<file path="src/rtl/instr_fetch_unit.sv">
// Instruction fetch stage: owns the PC, fetches one word per instruction over req/ack,
// and presents it as IR. Optional misaligned-PC trap is enabled by `IFU_ALIGN_CHK_EN.
module instr_fetch_unit #(
  parameter logic [63:0] PC_RESET = 64'h0
) (
  input  logic        clock,
  input  logic        reset,
  input  logic        pc_load,
  input  logic [1:0]  pc_sel,
  input  logic [63:0] k,
  input  logic [63:0] pc_in,
  output logic        imem_req,
  output logic [63:0] imem_addr,
  input  logic        imem_ack,
  input  logic [31:0] imem_rdata,
  output logic [31:0] IR,
  output logic        ir_valid,
  output logic [63:0] pc,
  output logic [63:0] pc_plus4,
  output logic        fault
);

  typedef enum logic [1:0] {
    S_IDLE  = 2'b00,
    S_REQ   = 2'b01,
    S_HOLD  = 2'b10,
    S_FAULT = 2'b11
  } state_t;

  localparam logic [1:0] PC_HOLD  = 2'b00;
  localparam logic [1:0] PC_PLUS4 = 2'b01;
  localparam logic [1:0] PC_JUMP  = 2'b10;
  localparam logic [1:0] PC_IN    = 2'b11;

  state_t      r_state, w_state_nxt;
  logic [63:0] r_pc, w_pc_nxt;
  logic [31:0] r_ir, w_ir_nxt;
  logic        r_ir_valid, w_ir_valid_nxt;
  logic        r_fault, w_fault_nxt;

  logic [63:0] w_pc_plus4;
  logic [63:0] w_pc_jump;
  logic [63:0] w_pc_target;
  logic [63:0] w_pc_load_val;
  logic        w_misaligned;

  assign w_pc_plus4 = r_pc + 64'd4;
  // Shift in 64-bit context drops k[63:62] and wraps modulo 2^64.
  assign w_pc_jump  = r_pc + (k << 2);

  always_comb begin
    w_pc_target = r_pc;
    unique case (pc_sel)
      PC_HOLD:  w_pc_target = r_pc;
      PC_PLUS4: w_pc_target = w_pc_plus4;
      PC_JUMP:  w_pc_target = w_pc_jump;
      PC_IN:    w_pc_target = pc_in;
      default:  w_pc_target = r_pc;
    endcase
  end

`ifdef IFU_ALIGN_CHK_EN
  assign w_pc_load_val = w_pc_target;
  assign w_misaligned  = |w_pc_target[1:0];
`else
  assign w_pc_load_val = w_pc_target & ~64'h3;
  assign w_misaligned  = 1'b0;
`endif

  always_comb begin
    w_state_nxt    = r_state;
    w_pc_nxt       = r_pc;
    w_ir_nxt       = r_ir;
    w_ir_valid_nxt = r_ir_valid;
    w_fault_nxt    = r_fault;
    unique case (r_state)
      S_IDLE: w_state_nxt = S_REQ;
      S_REQ: begin
        if (imem_ack) begin
          w_ir_nxt       = imem_rdata;
          w_ir_valid_nxt = 1'b1;
          w_state_nxt    = S_HOLD;
        end
      end
      S_HOLD: begin
        if (pc_load) begin
          w_pc_nxt       = w_pc_load_val;
          w_ir_valid_nxt = 1'b0;
          if (w_misaligned) begin
            w_fault_nxt = 1'b1;
            w_state_nxt = S_FAULT;
          end else begin
            w_state_nxt = S_REQ;
          end
        end
      end
      S_FAULT: w_ir_valid_nxt = 1'b0;  // parked until reset
      default: w_state_nxt = S_IDLE;
    endcase
  end

  always_ff @(posedge clock or negedge reset) begin
    if (!reset) begin
      r_state    <= S_IDLE;
      r_pc       <= PC_RESET;
      r_ir       <= 32'h0;
      r_ir_valid <= 1'b0;
      r_fault    <= 1'b0;
    end else begin
      r_state    <= w_state_nxt;
      r_pc       <= w_pc_nxt;
      r_ir       <= w_ir_nxt;
      r_ir_valid <= w_ir_valid_nxt;
      r_fault    <= w_fault_nxt;
    end
  end

  assign imem_req  = (r_state == S_REQ);
  assign imem_addr = r_pc;
  assign IR        = r_ir;
  assign ir_valid  = r_ir_valid;
  assign pc        = r_pc;
  assign pc_plus4  = w_pc_plus4;
  assign fault     = r_fault;

endmodule

</file>
<file path="config.mk">
export PLATFORM = sky130hd
export DESIGN_NAME = instr_fetch_unit
export DESIGN_NICKNAME = d
export VERILOG_FILES = /design/src/rtl/instr_fetch_unit.sv
export SDC_FILE = /design/constraint.sdc
export NUM_CORES = 1
export LEC_CHECK = 0
export CAP_MARGIN = 10
export CORE_MARGIN = 5
export CORE_UTILIZATION = 46
export DETAILED_ROUTE_END_ITERATION = 7
export PLACE_DENSITY = 0.91
export SLEW_MARGIN = 20
export SYNTH_ARGS = -nofsm -noshare
export SYNTH_HDL_FRONTEND = slang
export SYNTH_SLANG_ARGS = --single-unit
</file>
<file path="constraint.sdc">
create_clock -name clock -period 4.1 [get_ports clock]
set_input_delay 0.41 -clock clock [delete_from_list [all_inputs] [get_ports clock]]
set_output_delay 0.41 -clock clock [all_outputs]
set_load 0.01 [all_outputs]
</file>
==> flow_metrics.env, run 1 <==
export IMPL_finalPower_w=0.00779
export IMPL_finalCriticalPeriod_ns=3.97
export IMPL_rr_endpoint="imem_addr[60]"
export IMPL_hold_violations=0
export IMPL_drc=0
export IMPL_ys_ff_latch=97
export IMPL_timing_rr_start="imem_addr[3]"
export IMPL_gp_congestion=1.02
export IMPL_max_cap_violations=0
export IMPL_met1_length_um=16100
export IMPL_hold_path_class="in2async"
export IMPL_grt_ovfl_total=0
export IMPL_worst_pin_slew_ns=1.04
export IMPL_power_density_nw_per_um2=544
export IMPL_finalWorstSetupSlack_ns=0.133
export IMPL_rows=54
export IMPL_sequentialPowerShare_pct=23.0
export IMPL_cp_slowest_stage_delay_ns=0.63
export IMPL_fmax_ghz=0.252
export IMPL_cp_start_kind="register"
export IMPL_diodes=0
export IMPL_wl_per_cell_um=22.8
export IMPL_regToRegSetupSlack_ns=0.30
export IMPL_core_um2=21800
export IMPL_place_area_um2=13900
export IMPL_crit_path_cell_trace="and4_4 > and3_4 > nand3_2 > or3_4 > nor3_1 > nand3_1 > nor2_1 > xor2_1 > clkdlybuf4s50_1"
export IMPL_cpLargestDelayFamily="simple AND/OR/NAND/NOR gates"
export IMPL_cp_num_buf_inv=1
export IMPL_synth_edf_count=0
export IMPL_synth_area_leader_cell="dfrtp_1"
export IMPL_crit_type="reg2out"
export IMPL_status="complete, no violations"
export IMPL_grt_max_degree=77
export IMPL_worst_ir_drop_vdd_v=0.000294
export IMPL_cts_max_path_buffers=2
export IMPL_cts_root_buf="clkbuf_16"
export IMPL_leakage_nw=5.86
export IMPL_maxSlewViolCount=0
export IMPL_pwr_share_comb_pct=65.3
export IMPL_synth_cells=1303
export IMPL_crit_path_end_kind="output pin"
export IMPL_die_x_um=159
export IMPL_wl_met2_um=20100
export IMPL_post_place_ws_ns=-0.0268
export IMPL_drt_wl_total_um=43200
export IMPL_initial_core_util_pct=46.6
export IMPL_cp_max_fo=6
export IMPL_dr_wl_met3_um=4750
export IMPL_fin_area_um2=14300
export IMPL_tritoncts="built"
export IMPL_hpwlAfterDp_um=33000
export IMPL_drtIter0Drc=973
export IMPL_ctsHoldBuffers=0
export IMPL_yosys_cell_types_count=78
export IMPL_synth_flop_cell="dfrtp_1"
export IMPL_grtUsageTotal_pct=33.1
export IMPL_htreeDepth=3
export IMPL_clock_latency_ns=0.36
export IMPL_pin_count=393
export IMPL_internal_power_w=0.00433
export IMPL_synth_top_area_share_pct=23.9
export IMPL_synth_commonest_cells="143 x nand2_1, 106 x nor2_1, 103 x a21oi_1"
export IMPL_grt_pass1_vias=11900
export IMPL_top_layer="met4"
export IMPL_r2r_cells=13
export IMPL_swShare_pct=44.4
export IMPL_min_period_over_period_pct=96.8
export IMPL_power_switching_w=0.00346
export IMPL_critPathArrivalTime_ns=3.56
export IMPL_setup_viol=0
export IMPL_max_slew_margin_rel_pct=30.4
export IMPL_dr_total_vias=11800
export IMPL_synthesis_area_um2=10200
export IMPL_async_reset_ff_share_pct=100
export IMPL_area_growth_pct=40.9
export IMPL_post_route_util_pct=65.6
export IMPL_via_per_inst=6.21
export IMPL_cp_required_ns=3.69
export IMPL_io_buffers=381
export IMPL_dr_pass1_iters=5
export IMPL_nets=1843
export IMPL_clock_power_share_pct=11.7
export IMPL_yosys_warnings=0
export IMPL_ant_nets=0
export IMPL_numCtsBuffers=9
export IMPL_skew_ns=0.0125
export IMPL_cts_sinks=97
export IMPL_synth_area_leaders="dfrtp_1 24%, ha_1 7.6%, xnor2_1 6.5%, nand2_1 5.3%, buf_4 5.2%"
export IMPL_seq_area_frac_synth_pct=23.9
export IMPL_die_area_um2=25200
export IMPL_avgSynthCellArea_um2=7.80
export IMPL_die_y_um=159
export IMPL_clk_pin_slew_ns=0.09
export IMPL_antenna_found_initial=0
export IMPL_synth_most_common_cell="nand2_1"
export IMPL_grt_pass1_wl_um=65400
export IMPL_critPathSlowestCell="clkdlybuf4s50_1"
export IMPL_drive_gt1_share_pct=8.52
==> flip-flops by register name, summed over array words and instances, names as in the netlist <==
register / flops
imem_addr: 62
IR: 32
r_state: 2
ir_valid: 1
==> per-stage QoR <==
step | TNS [ns] | std cells | hold WS, ns
2_1_floorplan | 0 | 1309 | 0.114
3_3_place_gp | 0 | 1877 | 0.486
3_5_place_dp | -0.0268 | 1877 | 0.494
4_1_cts | 0 | 1893 | 0.271
5_1_grt | -0.0000115 | 1899 | 0.155
6_report | 0 | 1899 | 0.0959
==> cell families after synthesis <==
family	share of synthesized area (%)
other cells	0.0369
fa+ha+maj	7.83
simple gates	20.0
xor+xnor	9.48
compound gates	25.0
mux	5.02
flops	23.9
buf+inv	8.74
==> per-layer routing <==
| layer | vias up | track usage (%) |
|---|---|---|
| li1 | 5288 | - |
| met1 | 5519 | 41.4 |
| met2 | 834 | 53.4 |
| met3 | 155 | 6.44 |
| met4 | 0 | 18.6 |
| met5 | - | 0 |
==> layout by cell type, fill, tap and decap left out, types with 6 or more instances in the layout <==
master | synthesis | routed
clkbuf_16 | 0 | 9
xnor2_1 | 75 | 75
a221oi_1 | 19 | 19
nor3_1 | 22 | 20
a41oi_1 | 6 | 6
nand4_1 | 26 | 26
ha_1 | 62 | 62
clkdlybuf4s50_1 | 0 | 378
and2_1 | 11 | 11
inv_1 | 28 | 28
a21oi_1 | 103 | 103
xor2_1 | 35 | 35
nor2b_1 | 11 | 11
a22oi_1 | 18 | 18
a21o_1 | 28 | 28
o21bai_1 | 17 | 17
a31oi_1 | 14 | 14
and3_1 | 23 | 23
o22ai_1 | 8 | 8
nor2_1 | 106 | 102
nand2b_1 | 14 | 14
dfrtp_1 | 97 | 93
mux2i_1 | 9 | 9
o211ai_1 | 12 | 12
buf_4 | 70 | 49
nand3_1 | 38 | 37
mux2_2 | 36 | 36
o21a_1 | 12 | 12
conb_1 | 1 | 7
and4_1 | 7 | 7
nand2_1 | 143 | 143
o21ai_0 | 100 | 100
==> how the worst max path moves through the flow <==
| stage | start | endpoint | slack, ns | cells after the start |
|---|---|---|---|---|
| 5_1_grt | imem_addr[24] | pc_plus4[63] | -0.00001 | 12 |
| 2_1_floorplan | imem_addr[2] | imem_addr[60] | 0.92 | 14 |
| 6_report | imem_addr[24] | pc_plus4[47] | 0.13 | 9 |
| 3_5_place_dp | k[0] | imem_addr[60] | -0.03 | 15 |
| 3_3_place_gp | k[0] | imem_addr[60] | 0.07 | 15 |
| 4_1_cts | imem_addr[23] | pc_plus4[63] | 0.13 | 12 |
==> cell type report <==
class,count,area [µm²]
Clock buffer,9,225
Clock inverter,7,78.8
Fill cell,1789,7510
Inverter,28,105
Multi-Input combinational cell,1046,6910
Sequential cell,97,2430
Tap cell,280,350
Timing Repair Buffer,432,4210
==> power by group through the flow <==
stage          registers (W)  clock network, W  logic, W
2_1_floorplan        0.00182                 0   0.00274
3_3_place_gp         0.00177                 0   0.00487
3_5_place_dp         0.00180                 0   0.00494
4_1_cts              0.00179          0.000914   0.00499
5_1_grt              0.00184          0.000946   0.00547
6_report             0.00179          0.000912   0.00509
==> what timing repair did <==
action,CTS,global route
resized for setup,0,8
endpoints found under the setup margin,0,7
buffers inserted,0,6
Note: power is estimated with default switching activity, not from simulation.
==> inputs of run 2 (changes only) <==
Clock period 4.1 ns to 4.38 ns, I/O delays scaled along.
==> flow_metrics.env, run 2 (synthesis results as in run 1) <==
export IMPL_status="complete, no violations"
export IMPL_drc=0
export IMPL_fill_cells=1817
export IMPL_hold_path_class="in2async"
export IMPL_finalWorstSetupSlack_ns=0.175
export IMPL_crit_type="reg2out"
export IMPL_drt_wl_total_um=42700
export IMPL_power_density_nw_per_um2=511
export IMPL_tns_ns=0
export IMPL_critPathArrivalTime_ns=3.77
export IMPL_io_buffers=381
export IMPL_finalCriticalPeriod_ns=4.20
export IMPL_regToRegSetupSlack_ns=0.46
export IMPL_fmax_ghz=0.238
export IMPL_cp_slowest_stage_delay_ns=0.60
export IMPL_die_area_um2=25200
export IMPL_post_cts_resized=0
export IMPL_crit_cells=12
export IMPL_worst_pin_slew_ns=0.942
export IMPL_max_cap_violations=0
export IMPL_endpoint="pc_plus4[63]"
export IMPL_via_per_inst=6.28
export IMPL_maxSlewViolCount=0
export IMPL_dp_cells=1860
export IMPL_hpwlAfterDp_um=32600
export IMPL_clk_pin_slew_ns=0.08
export IMPL_dr_total_vias=11800
export IMPL_gp_congestion=0.996
export IMPL_wl_per_cell_um=22.8
export IMPL_cts_sinks=97
export IMPL_tritoncts="built"
export IMPL_diodes=0
export IMPL_setup_viol=0
export IMPL_rows=54
export IMPL_clock_latency_ns=0.37
export IMPL_cp_start_kind="register"
export IMPL_largest_reg_flops=62
export IMPL_drtIter0Drc=1194
export IMPL_worst_ir_drop_vdd_v=0.000261
export IMPL_rr_endpoint="imem_addr[60]"
export IMPL_cp_required_ns=3.94
export IMPL_nets=1820
export IMPL_seqCellArea_um2=2430
export IMPL_die_y_um=159
export IMPL_cts_max_path_buffers=2
export IMPL_area_growth_pct=38.9
export IMPL_numCtsBuffers=9
export IMPL_cpLargestDelayFamily="simple AND/OR/NAND/NOR gates"
export IMPL_crit_path_cell_trace="and4_4 > and3_4 > nand3_2 > or3_4 > inv_1 > nand4_1 > buf_4 > nor4_2 > buf_4 > nand3_1 > xnor2_1 > clkdlybuf4s50_1"
export IMPL_min_period_over_period_pct=96.0
export IMPL_crit_top_cell="buf_4"
export IMPL_initial_core_util_pct=46.6
export IMPL_r2r_cells=14
export IMPL_critPathSlowestCell="clkdlybuf4s50_1"
export IMPL_rsz0062_at_grt="false"
export IMPL_grt_max_degree=67
export IMPL_leakage_nw=5.75
export IMPL_final_cell_mix="378 x clkdlybuf4s50_1, 143 x nand2_1, 103 x nor2_1, 103 x a21oi_1, 100 x o21ai_0"
export IMPL_grt_pass1_wl_um=64000
export IMPL_cp_max_fo=7
export IMPL_post_place_ws_ns=0.226
export IMPL_ant_nets=0
export IMPL_critPathLaunch="imem_addr[24]"
export IMPL_crit_path_end_kind="output pin"
export IMPL_htreeDepth=3
export IMPL_multiInputGateArea_um2=6910
export IMPL_cp_num_buf_inv=4
export IMPL_finalPower_w=0.00721
export IMPL_layout_commonest_cell="clkdlybuf4s50_1"
export IMPL_grt_ovfl_total=0
export IMPL_dr_pass1_iters=6
export IMPL_max_slew_margin_rel_pct=37.2
export IMPL_ctsHoldBuffers=0
export IMPL_timing_rr_start="imem_addr[2]"
export IMPL_skew_ns=0.0125
export IMPL_post_layout_nonfiller_instances=1876
export IMPL_cts_setup_buffers=0
export IMPL_pin_count=393
export IMPL_drive_gt1_share_pct=6.83
export IMPL_antenna_found_initial=0
export IMPL_core_um2=21800
export IMPL_grtUsageTotal_pct=32.3
export IMPL_die_x_um=159
export IMPL_cts_root_buf="clkbuf_16"
export IMPL_grt_pass1_vias=11700
export IMPL_hold_violations=0
## run 2: power breakdown
group	internal [W]	switching [W]	leakage, nW
logic	0.00238	0.00228	4.46
clock network	0.000410	0.000455	0.150
registers	0.00120	0.000479	1.15
## run 2: layer usage
layer / global-route usage [%] / wire [µm] / vias up
li1: - / - / 5248
met1: 40.2 / 15900 / 5576
met2: 54.0 / 20300 / 811
met3: 6.52 / 4610 / 150
met4: 14.7 / 1950 / 0
met5: 0 / 0 / -
## run 2: worst min-delay path by stage
stage	startpoint	endpoint	slack, ns	depth (start not counted)
CTS	reset	imem_addr[55]	0.25	1
floorplan	reset	IR[0]	0.14	0
global route	reset	imem_addr[55]	0.27	1
global placement	IR[28]	IR[28]	0.49	1
finish	reset	imem_addr[55]	0.21	1
detailed placement	IR[14]	IR[14]	0.49	1
## run 2: stage by stage
stage | instance area (µm²) | hold WS (ns) | util, %
after global routing | 14100 | 0.273 | 64.7
final | 14100 | 0.208 | 64.7
after global placement | 13800 | 0.486 | 63.2
after CTS | 14100 | 0.248 | 64.6
after detailed placement | 13800 | 0.493 | 63.2
after floorplan | 10200 | 0.142 | -
## run 2: area by class of cell
| type | count | area share [%] |
|---|---|---|
| Clock buffer | 9 | 1.60 |
| Timing Repair Buffer | 409 | 28.5 |
| Sequential cell | 97 | 17.2 |
| Clock inverter | 7 | 0.576 |
| Tap cell | 280 | 2.48 |
| Inverter | 28 | 0.744 |
| Multi-Input combinational cell | 1046 | 48.9 |
